[config.mk]
export PLATFORM = sky130hd
export DESIGN_NAME = instr_mem_loader
export DESIGN_NICKNAME = d
export VERILOG_FILES = /design/src/rtl/proc_pkg.sv /design/src/rtl/loader_checksum.sv /design/src/rtl/instr_mem_loader.sv
export SDC_FILE = /design/constraint.sdc
export NUM_CORES = 1
export LEC_CHECK = 0
export BUFFER_PORTS_ARGS = -buffer_cell sky130_fd_sc_hd__buf_2
export CORE_MARGIN = 5
export CORE_UTILIZATION = 46
export DETAILED_ROUTE_END_ITERATION = 8
export GPL_ROUTABILITY_DRIVEN = 0
export HOLD_SLACK_MARGIN = 0.1
export PLACE_DENSITY = 0.7
export SLEW_MARGIN = 20
export SYNTH_ARGS = -nofsm -noshare
export SYNTH_HDL_FRONTEND = slang
export SYNTH_SLANG_ARGS = --single-unit
[constraint.sdc]
create_clock -name clk -period 4.56 [get_ports clk]
set_input_delay 0.684 -clock clk [delete_from_list [all_inputs] [get_ports clk]]
set_output_delay 0.684 -clock clk [all_outputs]
set_load 0.005 [all_outputs]
[src/rtl/proc_pkg.sv]
// ============================================================================
// Module : proc_pkg
// Brief  : Shared loader state encoding, frame layout and opcode constants.
// Rev    : 1.0 - initial release
// ============================================================================
`default_nettype none

package proc_pkg;

  localparam int INSTR_W = 16;

  // Frame layout: two length bytes (big-endian), then each word high byte first.
  localparam int FRAME_LEN_BYTES = 2;
  localparam bit FRAME_LEN_BIG_ENDIAN = 1'b1;
  localparam bit FRAME_WORD_HI_FIRST = 1'b1;

  localparam logic [2:0] OP_SUB  = 3'b001;
  localparam logic [2:0] OP_HALT = 3'b011;
  localparam logic [2:0] OP_OUT  = 3'b100;
  localparam logic [2:0] OP_LDI  = 3'b101;
  localparam logic [2:0] OP_JUMP = 3'b110;

  typedef enum logic [2:0] {
    ST_IDLE    = 3'd0,
    ST_LEN_HI  = 3'd1,
    ST_LEN_LO  = 3'd2,
    ST_DATA_HI = 3'd3,
    ST_DATA_LO = 3'd4,
    ST_CHECK   = 3'd5,
    ST_DONE    = 3'd6,
    ST_ERROR   = 3'd7
  } loader_state_t;

endpackage

`default_nettype wire

[src/rtl/loader_checksum.sv]
// ============================================================================
// Module : loader_checksum
// Brief  : 8-bit running XOR accumulator with synchronous clear and enable.
// Rev    : 1.0 - initial release
// ============================================================================
`default_nettype none

module loader_checksum (
  input  logic       clk,
  input  logic       rst_n,
  input  logic       clear,
  input  logic       en,
  input  logic [7:0] data,
  output logic [7:0] acc
);

  always_ff @(posedge clk or negedge rst_n) begin
    if (!rst_n) begin
      acc <= 8'h00;
    end else if (clear) begin
      acc <= 8'h00;
    end else if (en) begin
      acc <= acc ^ data;
    end
  end

endmodule

`default_nettype wire

[src/rtl/instr_mem_loader.sv]
// ============================================================================
// Module : instr_mem_loader
// Brief  : Framed byte-stream loader writing 16-bit words into instruction RAM.
// Rev    : 1.0 - initial release
// ============================================================================
`default_nettype none

module instr_mem_loader
  import proc_pkg::*;
#(
  parameter int          MAX_WORDS = 1024,
  parameter logic [15:0] BASE_ADDR = 16'h0000
) (
  input  logic               clk,
  input  logic               rst_n,
  input  logic               start,
  input  logic               in_valid,
  input  logic [7:0]         in_data,
  output logic               in_ready,
  output logic               wr_en,
  output logic [15:0]        wr_addr,
  output logic [INSTR_W-1:0] wr_data,
  output logic               cpu_hold,
  output logic               done,
  output logic               error
);

  localparam logic [15:0] MAX_N = 16'(MAX_WORDS);

  loader_state_t state;
  logic [15:0]   len;
  logic [15:0]   idx;
  logic [7:0]    hi_byte;
  logic [7:0]    csum;

  logic          hs;
  logic          start_ok;
  logic [15:0]   len_full;
  logic [15:0]   idx_next;

  assign hs       = in_valid && in_ready;
  assign start_ok = start && ((state == ST_IDLE) || (state == ST_DONE) || (state == ST_ERROR));
  assign len_full = {len[15:8], in_data};
  assign idx_next = idx + 16'd1;

  // The checksum byte itself is never accumulated; it is compared against the running XOR.
  loader_checksum u_checksum (
    .clk   (clk),
    .rst_n (rst_n),
    .clear (start_ok),
    .en    (hs && (state != ST_CHECK)),
    .data  (in_data),
    .acc   (csum)
  );

  always_ff @(posedge clk or negedge rst_n) begin
    if (!rst_n) begin
      state    <= ST_IDLE;
      len      <= 16'h0000;
      idx      <= 16'h0000;
      hi_byte  <= 8'h00;
      in_ready <= 1'b0;
      wr_en    <= 1'b0;
      wr_addr  <= BASE_ADDR;
      wr_data  <= '0;
      cpu_hold <= 1'b1;
      done     <= 1'b0;
      error    <= 1'b0;
    end else begin
      wr_en <= 1'b0;
      case (state)
        ST_IDLE, ST_DONE, ST_ERROR: begin
          if (start) begin
            state    <= ST_LEN_HI;
            in_ready <= 1'b1;
            done     <= 1'b0;
            error    <= 1'b0;
            cpu_hold <= 1'b1;
            idx      <= 16'h0000;
          end
        end
        ST_LEN_HI: begin
          if (hs) begin
            len[15:8] <= in_data;
            state     <= ST_LEN_LO;
          end
        end
        ST_LEN_LO: begin
          if (hs) begin
            len <= len_full;
            if (len_full > MAX_N) begin
              state    <= ST_ERROR;
              error    <= 1'b1;
              in_ready <= 1'b0;
            end else if (len_full == 16'h0000) begin
              state <= ST_CHECK;
            end else begin
              state <= ST_DATA_HI;
            end
          end
        end
        ST_DATA_HI: begin
          if (hs) begin
            hi_byte <= in_data;
            state   <= ST_DATA_LO;
          end
        end
        ST_DATA_LO: begin
          if (hs) begin
            wr_en   <= 1'b1;
            wr_data <= {hi_byte, in_data};
            wr_addr <= BASE_ADDR + idx;
            idx     <= idx_next;
            state   <= (idx_next == len) ? ST_CHECK : ST_DATA_HI;
          end
        end
        ST_CHECK: begin
          if (hs) begin
            in_ready <= 1'b0;
            if ((csum ^ in_data) == 8'h00) begin
              state    <= ST_DONE;
              done     <= 1'b1;
              cpu_hold <= 1'b0;
            end else begin
              state <= ST_ERROR;
              error <= 1'b1;
            end
          end
        end
        default: begin
          state    <= ST_IDLE;
          in_ready <= 1'b0;
        end
      endcase
    end
  end

endmodule

`default_nettype wire

* After elaboration in Yosys (flattened, before gate mapping) *
Cells that the tools add are included.

word-level totals
  register bits after elaboration = 88
  bits of input ports = 12
  word-level logic and storage cells = 94

cells by class
  add/subtract/negate cells = 1
  $lt $le $gt $ge = 1
  eq/ne operators = 18
  mux-type cells = 37
  bitwise operators = 2
  reductions and logical operators = 22

operators with widths
  kind                                                              count
  two-way mux 16 bit                                                2
  one-hot mux 16 bit (2 select lines)                               1
  two-way mux 3 bit                                                 9
  two-way mux 8 bit                                                 3
  inequality test 2 bit (second input constant)                     9
  one-hot mux 3 bit (6 select lines)                                1
  adder 16 x 1 -> 16 bit (second input constant)                    1
  equality test 16 bit                                              1
  greater-than comparator 16 x 11 -> 1 bit (second input constant)  1
  logical NOT 16 bit                                                1
  two-way mux 1 bit                                                 16
  one-hot mux 8 bit (2 select lines)                                1
  equality test 3 bit (second input constant)                       4
  AND reduction 6 bit                                               2
  logical NOT 8 bit                                                 1
  XOR 8 bit                                                         1
  equality test 3 x 2 -> 1 bit (second input constant)              2
  one-hot mux 1 bit (3 select lines)                                2
  AND reduction 2 bit                                               3
  AND reduction 3 bit                                               2
  nonzero test 2 bit                                                3
  AND reduction 5 bit                                               1
  one-hot mux 1 bit (2 select lines)                                2
  AND reduction 4 bit                                               1
  8 further kinds                                                   11

* Depth between registers and ports, before layout *
Gate-level depths: netlist (run 1).

  depth in word-level cells = 5
  gate-level depth with buffers = 9

* Hierarchy *
A second synthesis (run 1) with hierarchy kept.

unflattened totals
  cells, all modules = 464
  area, all modules = 4473.0 um^2

modules (own cells, without submodules)
  module            times used  cells each  area an instance (um^2)
  instr_mem_loader  1           429         4066.4
  loader_checksum   1           35          406.6

* Worst setup path after synthesis (run 1) *
OpenSTA, ideal clock, no wires.

  kind = register to register
  from = register idx[0]
  to = register state[1]
  library setup time = 124 ps
  arrival = 1967 ps
  required time = 4436 ps
  setup slack = 2470 ps
  stages on the path, launching flop included = 8
  buffers on the path = 0
  clock period less this slack = 2090 ps
  path through = dfrtp_1 > ha_1 > nand3_2 > nor2_1 > or3_1 > a221oi_2 > o2111ai_1 > a211o_1

on the way
  word-level cells in the longest chain between the ends = 5

ends and longest elaborated chain
  element                             line                     text
  start, declared                     instr_mem_loader.sv:32   logic [15:0] idx;
  start signal, assigned              instr_mem_loader.sv:113  idx <= idx_next;
  adder 16 x 1 -> 16 bit              instr_mem_loader.sv:44   assign idx_next = idx + 16'd1;
  equality test 16 bit                instr_mem_loader.sv:114  state <= (idx_next == len) ? ST_CHECK : ST_DATA_HI;
  two-way mux 3 bit                   instr_mem_loader.sv:114
  two-way mux 3 bit                   instr_mem_loader.sv:109  if (hs) begin
  one-hot mux 3 bit (6 select lines)  instr_mem_loader.sv:71   case (state)
  end signal, assigned                instr_mem_loader.sv:114
  end, declared                       instr_mem_loader.sv:30   loader_state_t state;

Every way passes these cells. The select of a mux whose other input is x is not followed.
A chain may end at the register's enable or synchronous reset.

* Worst setup path in the final report (run 1) *
  from = register idx[3]
  to = register state[1]

The elaborated chain is that of the path after synthesis.

==> summary.txt, run 1 <==
Finish
  • Fin nets: 515
  • Final Cell Area: 4822 um^2
  • Layout Area Growth over Synthesis: 11.45%
  • Layout cells sized above 1: 0.2051
  • Fill cells: 859
  • Inserted Diodes: 0
  • Utilization after layout: 0.5244

STA
  • F_max: 413.9 MHz
  • Final setup viols: 0
  • RSZ-0062 raised after global routing: no
  • Slew @ Worst Pin: 0.7943 ns
  • Clock Skew: 0.008549 ns
  • Final hold vios: 0
  • Final Slew Violations: 0
  • Max_slew headroom: 0.4685
  • Min Tclk post-route: 2.416 ns
  • Setup_tns: 0 ns
  • Final period utilization: 0.5298

Die
  • Die W: 107.0 um
  • # rows: 35
  • DIE HEIGHT: 107.0 um
  • Core region area: 9196 um^2
  • IO Pins: 49
  • Die Footprint: 11450 um^2
  • Initial Util: 0.4705

Power and ir drop
  • PD cells: 498.8 nW/um^2
  • Combinational group share of total power: 0.297
  • Switching Share: 0.3538
  • Worst vdd ir: 0.2527 mV
  • Switching power: 850.9 uW
  • Pint: 1.554 mW
  • Sequential power share: 0.496
  • Clk pwr share: 0.207
  • Tot Pwr: 2.405 mW
  • Pleak: 2.289 nW

Synthesis
  • Cell variety after synth: 50
  • Largest family of logic cells by synthesized area: simple AND/OR/NAND/NOR gates
  • Number of synthesized register bits: 88
  • Mux cell area share after synthesis: 0.06246
  • Most instantiated library cell after synthesis: nand2_1
  • Area share of and/or/nand/nor cells after synthesis: 0.2279
  • Syn Nets: 474
  • Post-synthesis adder-cell area fraction: 0.002892
  • Primary FF master, synth: dfrtp_1
  • Post-synth top area share: 0.5032
  • Synth warnings: 0
  • Number of flops mapped to enable cells by yosys: 0
  • Cells after synthesis: 461
  • Synth Area per Inst: 9.385 um^2
  • Synth area leader: dfrtp_1
  • Mapped Area: 4327 um^2
  • Synth cell count leaders: 120 x nand2_1, 87 x dfrtp_1, 40 x nor2_1
  • Ys async rst share: 1.000
  • Area contributors post-synth: dfrtp_1 50%, nand2_1 10%, mux2_2 6.2%
  • Post-synthesis xor/xnor area fraction: 0.07085
  • Synth Area in Compound Gates: 0.1003
  • Sequential share of the synthesized area: 0.5093

Drt
  • DRC viols: 0
  • WL per Instance: 15.97 um
  • Starting DRT DRC Count: 257
  • DR vias/cell: 5.489
  • Via count: 3392
  • Final ANT Viol Nets: 0
  • Drt first pass iters: 4
  • Final wirelength: 9872 um

Clock network
  • TritonCTS Buffers: 9
  • CTS root buf: clkbuf_8
  • Post-CTS Hold Buffers: 0
  • Longest Clk Path Bufs: 2
  • Worst skew pair latency: 0.37 ns
  • TritonCTS clock tree: built
  • Cts repair resizes: 0
  • Sink Count: 88
  • H-tree depth: 3
  • Number of setup buffers added after CTS: 0
  • CTS clock-pin slew for the worst setup and hold paths: 0.09 ns

Setup path
  • Reg-to-reg slack, setup: 2.14 ns
  • CP arrival: 2.67 ns
  • Setup CP Type: flip-flop to flip-flop
  • Startpoint Class: flip-flop
  • Worst r2r path cells: 6
  • Crit path capture type: flip-flop
  • CP max FO: 9
  • Worst Path Required: 4.82 ns

GRT
  • Initial antenna violation count: 0
  • Total GRT Usage: 0.1885
  • Largest net degree at the start of global routing: 59
  • First-pass GRT wire length: 17150 um
  • GR Overflow Total: 0
  • Vias in the first global route: 3386

Status
  • Outcome: complete, no violations

Run
  • Max Cap Viol: 0

Placement
  • Dpl hpwl: 6669 um
  • Placed inst area: 4652 um^2
  • Buffers on Ports: 48

Worst hold path
  • Hold WC Path Type: input port to asynchronous set/reset pin
## metrics by stage
step | instances | setup slack, ns | hold slack [ns]
2_1_floorplan | 461 | 2.470 | 0.3884
3_3_place_gp | 602 | 2.255 | 0.4500
3_5_place_dp | 602 | 2.176 | 0.4566
4_1_cts | 618 | 2.142 | 0.3881
5_1_grt | 618 | 1.952 | 0.4334
6_report | 618 | 2.144 | 0.3694
## worst paths after layout
check,end,startpoint
min in group clk,wr_data[15],hi_byte[7]
max in group asynchronous,hi_byte[3],rst_n
hold / removal,wr_addr[10],rst_n
setup reg to reg,state[1],idx[3]
setup / recovery,state[1],idx[3]
hold reg to reg,wr_data[15],hi_byte[7]
## cells in the final DEF, fill, tap and decap left out, types with 4 or more instances in the layout
cell	n
a21oi_1	7
buf_2	47
buf_4	5
clkbuf_8	9
dfrtp_1	87
inv_1	6
mux2_2	24
nand2_1	120
nand2b_1	6
nand3_1	13
nand4_1	5
nor2_1	40
nor3_1	8
nor4_1	4
o21a_1	4
o21ai_0	29
o31ai_1	7
xnor2_1	24
xor2_1	11
## worst max-delay path, cell delays in order (launching register included)
cell and delay (ns):
dfrtp_1 0.52, nand4_1 0.35, nor3_2 0.40, o21ai_0 0.21, a221oi_2 0.31, o2111ai_1 0.20, a211o_1 0.32
## state kept, by name, indices dropped and copies added (netlist names)
register and count:
cpu_hold 1, len 16, in_ready 1, idx 16
state 3, hi_byte 8, wr_en 1, error 1
wr_addr 16, done 1, wr_data 16, u_checksum.acc 8
## power by group through the flow
stage / Combinational, mW / Sequential, mW / Clock, mW
finish: 0.714 / 1.19 / 0.498
global route: 0.806 / 1.23 / 0.548
CTS: 0.723 / 1.19 / 0.510
detailed placement: 0.719 / 1.20 / 0
global placement: 0.700 / 1.19 / 0
floorplan: 0.562 / 1.13 / 0
## routing by layer
| layer | global-route usage | vias up | share of wire |
|---|---|---|---|
| met4 | 0.06849 | 0 | 0.017 |
| met2 | 0.2932 | 109 | 0.47 |
| met5 | 0 | - | 0 |
| met3 | 0.03733 | 15 | 0.054 |
| met1 | 0.2627 | 1624 | 0.46 |
| li1 | - | 1644 | - |
## logic make-up (layout without fill, tap and decap cells)
kind of cell,Yosys count,count (layout)
AND/OR/NAND/NOR,217,217
flip-flops,88,88
AO/OA/AOI/OAI,67,67
XOR/XNOR,35,35
buffers and inverters,29,75
multiplexers,24,24
adder cells (fa/ha/maj),1,1
## area by class of cell
type,instances,area (um^2),area share
Clock buffer,10,127.6,0.02647
Inverter,7,26.28,0.005449
Sequential cell,88,2203,0.4569
Timing Repair Buffer,52,272.8,0.05656
Clock inverter,6,42.54,0.008822
Tap cell,111,138.9,0.02880
Multi-Input combinational cell,344,2011,0.4170
No activity file was read; power rests on OpenSTA's default activity.
==> inputs of run 2 (changes only) <==
- ABC_AREA: unset -> 1
- PLACE_DENSITY: 0.7 -> 0.72
- clock period: 4.56 -> 2.1 ns (I/O delays scaled with it)
==> run 2 against run 1 <==
Net effect:
- final cell count grew 24%
- utilization grew 1.4 points
- clock-buffer cell count shrank 1
- fmax grew 28%
- hold slack lost 0.16 ns
- combinational power shrank 69%
- largest cell class unchanged
- largest power group unchanged
==> summary.txt, run 2 <==
Drt
  • Metal-1 WL: 4990 um (+9.8%)
  • Max layer used: met4
  • Starting DRT DRC Count: 226 (-12%)
  • Routed length on met3: 793 um (+49%)
  • DR vias/cell: 5.100 (-7.1%)
  • Via count: 3912 (+15%)
  • DRC viols: 0 (unchanged)
  • Drt first pass iters: 7 (+3)
  • Final wirelength: 10820 um (+9.6%)
  • Met2 WL: 4875 um (+5.5%)
  • WL per Instance: 14.10 um (-12%)
  • Final ANT Viol Nets: 0 (unchanged)

Power and ir drop
  • Tot Pwr: 3.332 mW (+39%)
  • Worst vdd ir: 0.3489 mV (+38%)
  • Pleak: 2.703 nW (+18%)
  • Sequential power share: 0.519 (+0.023)
  • Pint: 2.479 mW (+59%)
  • PD cells: 639.0 nW/um^2 (+28%)
  • Clk pwr share: 0.415 (+0.208)
  • Combinational group share of total power: 0.066 (-0.231)
  • Switching power: 852.8 uW (+0.23%)
  • Switching Share: 0.2560 (-0.09780)

Synthesis
  • Ys async rst share: 1.000 (unchanged)
  • Area contributors post-synth: dfrtp_1 48%, nand2_1 16%, o21ai_0 6.3%
  • Mapped Area: 4508 um^2 (+4.2%)
  • Sequential share of the synthesized area: 0.4888 (-0.02049)
  • Cells after synthesis: 568 (+23%)
  • Synth area leader: dfrtp_1
  • Synth warnings: 0 (unchanged)
  • Most instantiated library cell after synthesis: nand2_1
  • Cell variety after synth: 31 (-38%)
  • Synth Area per Inst: 7.937 um^2 (-15%)
  • Syn Nets: 581 (+23%)
  • Synth cell count leaders: 189 x nand2_1, 87 x dfrtp_1, 58 x inv_1
  • Post-synth top area share: 0.4829 (-0.02025)
  • Number of synthesized register bits: 88 (unchanged)
  • Number of flops mapped to enable cells by yosys: 0 (unchanged)
  • Primary FF master, synth: dfrtp_1

STA
  • Clock Skew: 0.01382 ns (+0.005274 ns)
  • Slew @ Worst Pin: 0.4952 ns (-0.2991 ns)
  • Final period utilization: 0.8953 (+0.3655)
  • Final Slew Violations: 0 (unchanged)
  • F_max: 531.9 MHz (+28%)
  • Setup_tns: 0 ns (unchanged)
  • Min Tclk post-route: 1.880 ns (-0.5357 ns)
  • Max_slew headroom: 0.6668 (+0.1983)
  • Final hold vios: 0 (unchanged)
  • Final setup viols: 0 (unchanged)
  • RSZ-0062 raised after global routing: no
  • Final setup margin: 0.2199 ns (-1.924 ns)

Clock network
  • Number of setup buffers added after CTS: 0 (unchanged)
  • CTS root buf: clkbuf_8
  • H-tree depth: 3 (unchanged)
  • Sink Count: 88 (unchanged)
  • CTS clock-pin slew for the worst setup and hold paths: 0.09 ns (about the same)
  • TritonCTS clock tree: built
  • TritonCTS Buffers: 9 (unchanged)
  • Longest Clk Path Bufs: 2 (unchanged)
  • Worst skew pair latency: 0.37 ns (about the same)

Setup path
  • Crit path capture type: flip-flop
  • Startpoint Class: flip-flop
  • CP arrival: 2.19 ns (-0.48 ns)
  • CP max FO: 5 (-4)
  • Worst Path Required: 2.41 ns (-2.41 ns)
  • Setup CP Type: flip-flop to flip-flop

Finish
  • Layout Area Growth over Synthesis: 15.65%
  • Final Cell Area: 5214 um^2 (+8.1%)
  • Most common cell after layout, fill and taps aside: nand2_1
  • Fill cells: 899 (+4.7%)
  • Most frequent cells in the layout: 189 x nand2_1, 87 x dfrtp_1, 57 x inv_1, 57 x o21ai_0, 47 x buf_2
  • Layout cells sized above 1: 0.1877 (-0.01743)
  • Fin nets: 642 (+25%)
  • Inserted Diodes: 0 (unchanged)

GRT
  • Initial antenna violation count: 0 (unchanged)
  • Vias in the first global route: 3848 (+14%)
  • Largest net degree at the start of global routing: 34 (-42%)
  • Total GRT Usage: 0.2003 (+0.01177)
  • GR Overflow Total: 0 (unchanged)
  • First-pass GRT wire length: 18600 um (+8.4%)

Placement
  • Buffers on Ports: 48 (unchanged)
  • Placed inst area: 4957 um^2 (+6.6%)
  • Pre-CTS WS: 0.2072 ns (-1.969 ns)
  • Dpl hpwl: 7960 um (+19%)

Die
  • Core region area: 9684 um^2 (+5.3%)
  • Die Footprint: 11880 um^2 (+3.8%)
  • Die W: 109.0 um (+1.9%)
  • # rows: 36 (+2.9%)
  • IO Pins: 49 (unchanged)
  • DIE HEIGHT: 109.0 um (+1.9%)
  • Initial Util: 0.4655 (-0.004972)

Status
  • Outcome: complete, no violations

Worst hold path
  • Hold WC Path Type: input port to flip-flop

Run
  • Max Cap Viol: 0 (unchanged)
run 2: path summary, 6_finish.rpt:
path,start,endpoint,slack (ns),depth (start not counted)
setup / recovery,idx[0],state[2],0.22,15
hold / removal,start,u_checksum.acc[5],0.21,2
setup reg to reg,idx[0],state[2],0.22,15
hold reg to reg,wr_data[9],wr_data[9],0.48,2
max in group asynchronous,rst_n,cpu_hold,1.09,3
min in group asynchronous,rst_n,wr_addr[12],0.40,2
run 2: worst max-delay path, stage by stage (launching register included):
cell and delay [ns]:
dfrtp_1 0.42, ha_1 0.23, nand3_2 0.14, inv_2 0.12, nand3_1 0.08, nand2_1 0.12
nand2_1 0.12, nand2_1 0.08, nand2_1 0.05, nor2_1 0.08, nand2_1 0.05, nor2_1 0.09
nand3_1 0.08, nand2_1 0.06, nand2_1 0.04, nand2_1 0.06
run 2: cell families after synthesis:
logic type | count (synthesis) | synth area share
adder cells (fa/ha/maj) | 1 | 0.002775
AO/OA/AOI/OAI | 85 | 0.1199
flip-flops | 88 | 0.4888
multiplexers | 1 | 0.002220
buffers and inverters | 80 | 0.07577
AND/OR/NAND/NOR | 303 | 0.2911
XOR/XNOR | 10 | 0.01943
run 2: per-stage QoR:
stage	hold WS, ns	util	std cells
6_report	0.2143	0.5384	767
5_1_grt	0.1949	0.5384	767
4_1_cts	0.1864	0.5371	767
3_5_place_dp	0.2740	0.5119	750
3_3_place_gp	0.2698	0.5119	750
2_1_floorplan	0.01941	-	568
run 2: repair_timing:
action / CTS / global route
setup endpoints to repair: 0 / 2
resized for setup: 0 / 4
endpoints found under the hold margin: 26 / 0
hold buffers: 1 / 0
run 2: final cells by class:
| cell class | instances | area (um^2) | area share |
|---|---|---|---|
| Clock buffer | 9 | 123.9 | 0.02376 |
| Clock inverter | 7 | 110.1 | 0.02112 |
| Inverter | 67 | 251.5 | 0.04824 |
| Multi-Input combinational cell | 400 | 1976 | 0.3789 |
| Sequential cell | 88 | 2203 | 0.4226 |
| Tap cell | 133 | 166.4 | 0.03192 |
| Timing Repair Buffer | 63 | 382.9 | 0.07343 |
run 2: power groups by stage:
stage          sequential, mW  clock (mW)  combinational, mW
3_3_place_gp             1.76           0              0.213
6_report                 1.73        1.38              0.221
5_1_grt                  1.73        1.48              0.250
3_5_place_dp             1.76           0              0.219
2_1_floorplan            1.76           0              0.115
4_1_cts                  1.73        1.42              0.221
run 2: metal layers:
layer,vias to the layer above,GRT usage
li1,1944,-
met3,17,0.03967
met1,1809,0.2827
met4,0,0.05500
met2,142,0.3149
met5,-,0
==> inputs of run 3 (changes only) <==
- BUFFER_PORTS_ARGS: -buffer_cell sky130_fd_sc_hd__buf_2 -> -buffer_cell sky130_fd_sc_hd__clkbuf_2
==> run 3 against run 2 <==
Net effect:
- fmax is 0.12% higher
- clock-buffer cell count is the same
- global-route usage is 0.82 points lower
- sequential power hardly changed
- critical path depth is 5 lower
==> summary.txt, run 3 (synthesized netlist as in run 2, its figures left out) <==
Status
  • Outcome: complete, no violations

Drt
  • Routed length on met3: 625 um (-21%)
  • Starting DRT DRC Count: 222 (-1.8%)
  • Met2 WL: 4922 um (+0.96%)
  • WL per Instance: 14.00 um (-0.70%)
  • Max layer used: met4
  • DRC viols: 0 (unchanged)
  • Via count: 3949 (+0.95%)
  • DR vias/cell: 5.162 (+1.2%)
  • Drt first pass iters: 5 (-2)
  • Metal-1 WL: 5055 um (+1.3%)
  • Final ANT Viol Nets: 0 (unchanged)
  • Final wirelength: 10710 um (-0.96%)

GRT
  • First-pass GRT wire length: 17800 um (-4.3%)
  • Vias in the first global route: 3776 (-1.9%)
  • Initial antenna violation count: 0 (unchanged)
  • Largest net degree at the start of global routing: 55 (+62%)
  • Total GRT Usage: 0.1921 (-0.008218)
  • GR Overflow Total: 0 (unchanged)

STA
  • F_max: 532.5 MHz (+0.12%)
  • Slew @ Worst Pin: 0.5071 ns (+0.01190 ns)
  • Min Tclk post-route: 1.878 ns (-0.002193 ns)
  • Final setup viols: 0 (unchanged)
  • Final Slew Violations: 0 (unchanged)
  • Max_slew headroom: 0.6588 (-0.008007)
  • Final hold vios: 0 (unchanged)
  • Setup_tns: 0 ns (unchanged)
  • Final setup margin: 0.2221 ns (+0.002193 ns)
  • RSZ-0062 raised after global routing: no
  • Clock Skew: 0.007136 ns (-0.006687 ns)
  • Final period utilization: 0.8942 (-0.001044)

Clock network
  • Worst skew pair latency: 0.36 ns (about the same)
  • Sink Count: 88 (unchanged)
  • Longest Clk Path Bufs: 2 (unchanged)
  • CTS root buf: clkbuf_8
  • TritonCTS Buffers: 9 (unchanged)
  • CTS clock-pin slew for the worst setup and hold paths: 0.09 ns (about the same)
  • TritonCTS clock tree: built
  • H-tree depth: 3 (unchanged)

Placement
  • Dpl hpwl: 7874 um (-1.1%)
  • Pre-CTS WS: 0.1930 ns (-0.01424 ns)
  • Buffers on Ports: 48 (unchanged)

Finish
  • Most frequent cells in the layout: 189 x nand2_1, 86 x dfrtp_1, 57 x inv_1, 57 x o21ai_0, 47 x clkbuf_2
  • Inserted Diodes: 0 (unchanged)
  • Layout Area Growth over Synthesis: 15.54% (about the same)
  • Fin nets: 640 (-0.31%)
  • Layout cells sized above 1: 0.1867 (-0.0009883)
  • Most common cell after layout, fill and taps aside: nand2_1
  • Utilization after layout: 0.5379 (about the same)

Setup path
  • CP bufs+invs: 3 (+2)
  • Crit path max-delay family: simple AND/OR/NAND/NOR gates
  • Worst Path Required: 2.32 ns (-0.09 ns)
  • Crit path largest cell delay: 0.49 ns (+0.07 ns)
  • CP arrival: 2.10 ns (-0.09 ns)
  • Crit path capture type: flip-flop
  • Critical path's slowest cell: dfrtp_1
  • Setup CP Type: flip-flop to flip-flop
  • Crit path cell chain: inv_2 > nor2_4 > nor2_2 > nand2_2 > nor2_2 > inv_1 > o21ai_1 > inv_1 > o211ai_1 > o21ai_0
  • Startpoint Class: flip-flop
  • CP max FO: 5 (unchanged)

Power and ir drop
  • Tot Pwr: 3.396 mW (+1.9%)
  • Pleak: 2.667 nW (-1.3%)
  • PD cells: 652.1 nW/um^2 (+2.0%)
  • Worst vdd ir: 0.3630 mV (+4.0%)

Die
  • Initial Util: 0.4655 (unchanged)
  • Die W: 109.0 um (unchanged)
  • # rows: 36 (unchanged)
  • Core region area: 9684 um^2 (unchanged)
  • IO Pins: 49 (unchanged)
  • Die Footprint: 11880 um^2 (unchanged)
  • DIE HEIGHT: 109.0 um (unchanged)

Run
  • Max Cap Viol: 0 (unchanged)

Worst hold path
  • Hold WC Path Type: input port to flip-flop
-- run 3: cell types whose count changed in the layout (fill, tap and decap cells not counted), moves of 2 or more --
cell      previous run  this run
buf_2               47         0
buf_4               13        11
inv_6                1         3
clkbuf_2             0        47
inv_8                3         0
-- run 3: cell type report --
class / instances / area, um^2
Sequential cell: 88 / 2205
Fill cell: 915 / 4476
Clock inverter: 7 / 123.9
Timing Repair Buffer: 61 / 367.9
Inverter: 67 / 251.5
Multi-Input combinational cell: 400 / 1971
Tap cell: 133 / 166.4
Clock buffer: 9 / 123.9
-- run 3: routing by layer --
metal | vias up | track usage
met1 | 1856 | 0.2644
met5 | - | 0
met2 | 144 | 0.3000
met4 | 0 | 0.06853
met3 | 11 | 0.04026
li1 | 1938 | -
-- run 3: final timing paths --
check / from / endpoint / slack (ns) / cells past startpoint
worst max-delay path: state[1] / state[0] / 0.22 / 10
worst min-delay path: start / u_checksum.acc[3] / 0.22 / 2
worst max register to register: state[1] / state[0] / 0.22 / 10
worst min register to register: cpu_hold / cpu_hold / 0.48 / 2
max in group asynchronous: rst_n / cpu_hold / 1.20 / 3
min in group asynchronous: rst_n / idx[8] / 0.33 / 2
-- run 3: power by group --
part | internal [mW] | total, mW | leakage [nW] | switching [mW]
Sequential | 1.71 | 1.73 | 1.18 | 0.0184
Combinational | 0.0700 | 0.218 | 1.37 | 0.148
Clock | 0.803 | 1.45 | 0.121 | 0.648
-- run 3: stage by stage --
stage	instance area [um^2]	hold WS [ns]	cells
floorplan	4508	0.01941	568
global placement	4942	0.1769	748
detailed placement	4942	0.1782	748
CTS	5200	0.2017	765
global route	5209	0.2159	765
finish	5209	0.2215	765
-- run 3: timing repair --
item                                    4_1_cts  5_1_grt
resized for setup                             0        4
setup buffers                                 0        0
endpoints found under the hold margin        80        0
endpoints found under the setup margin        0        2
hold buffers                                  1        0
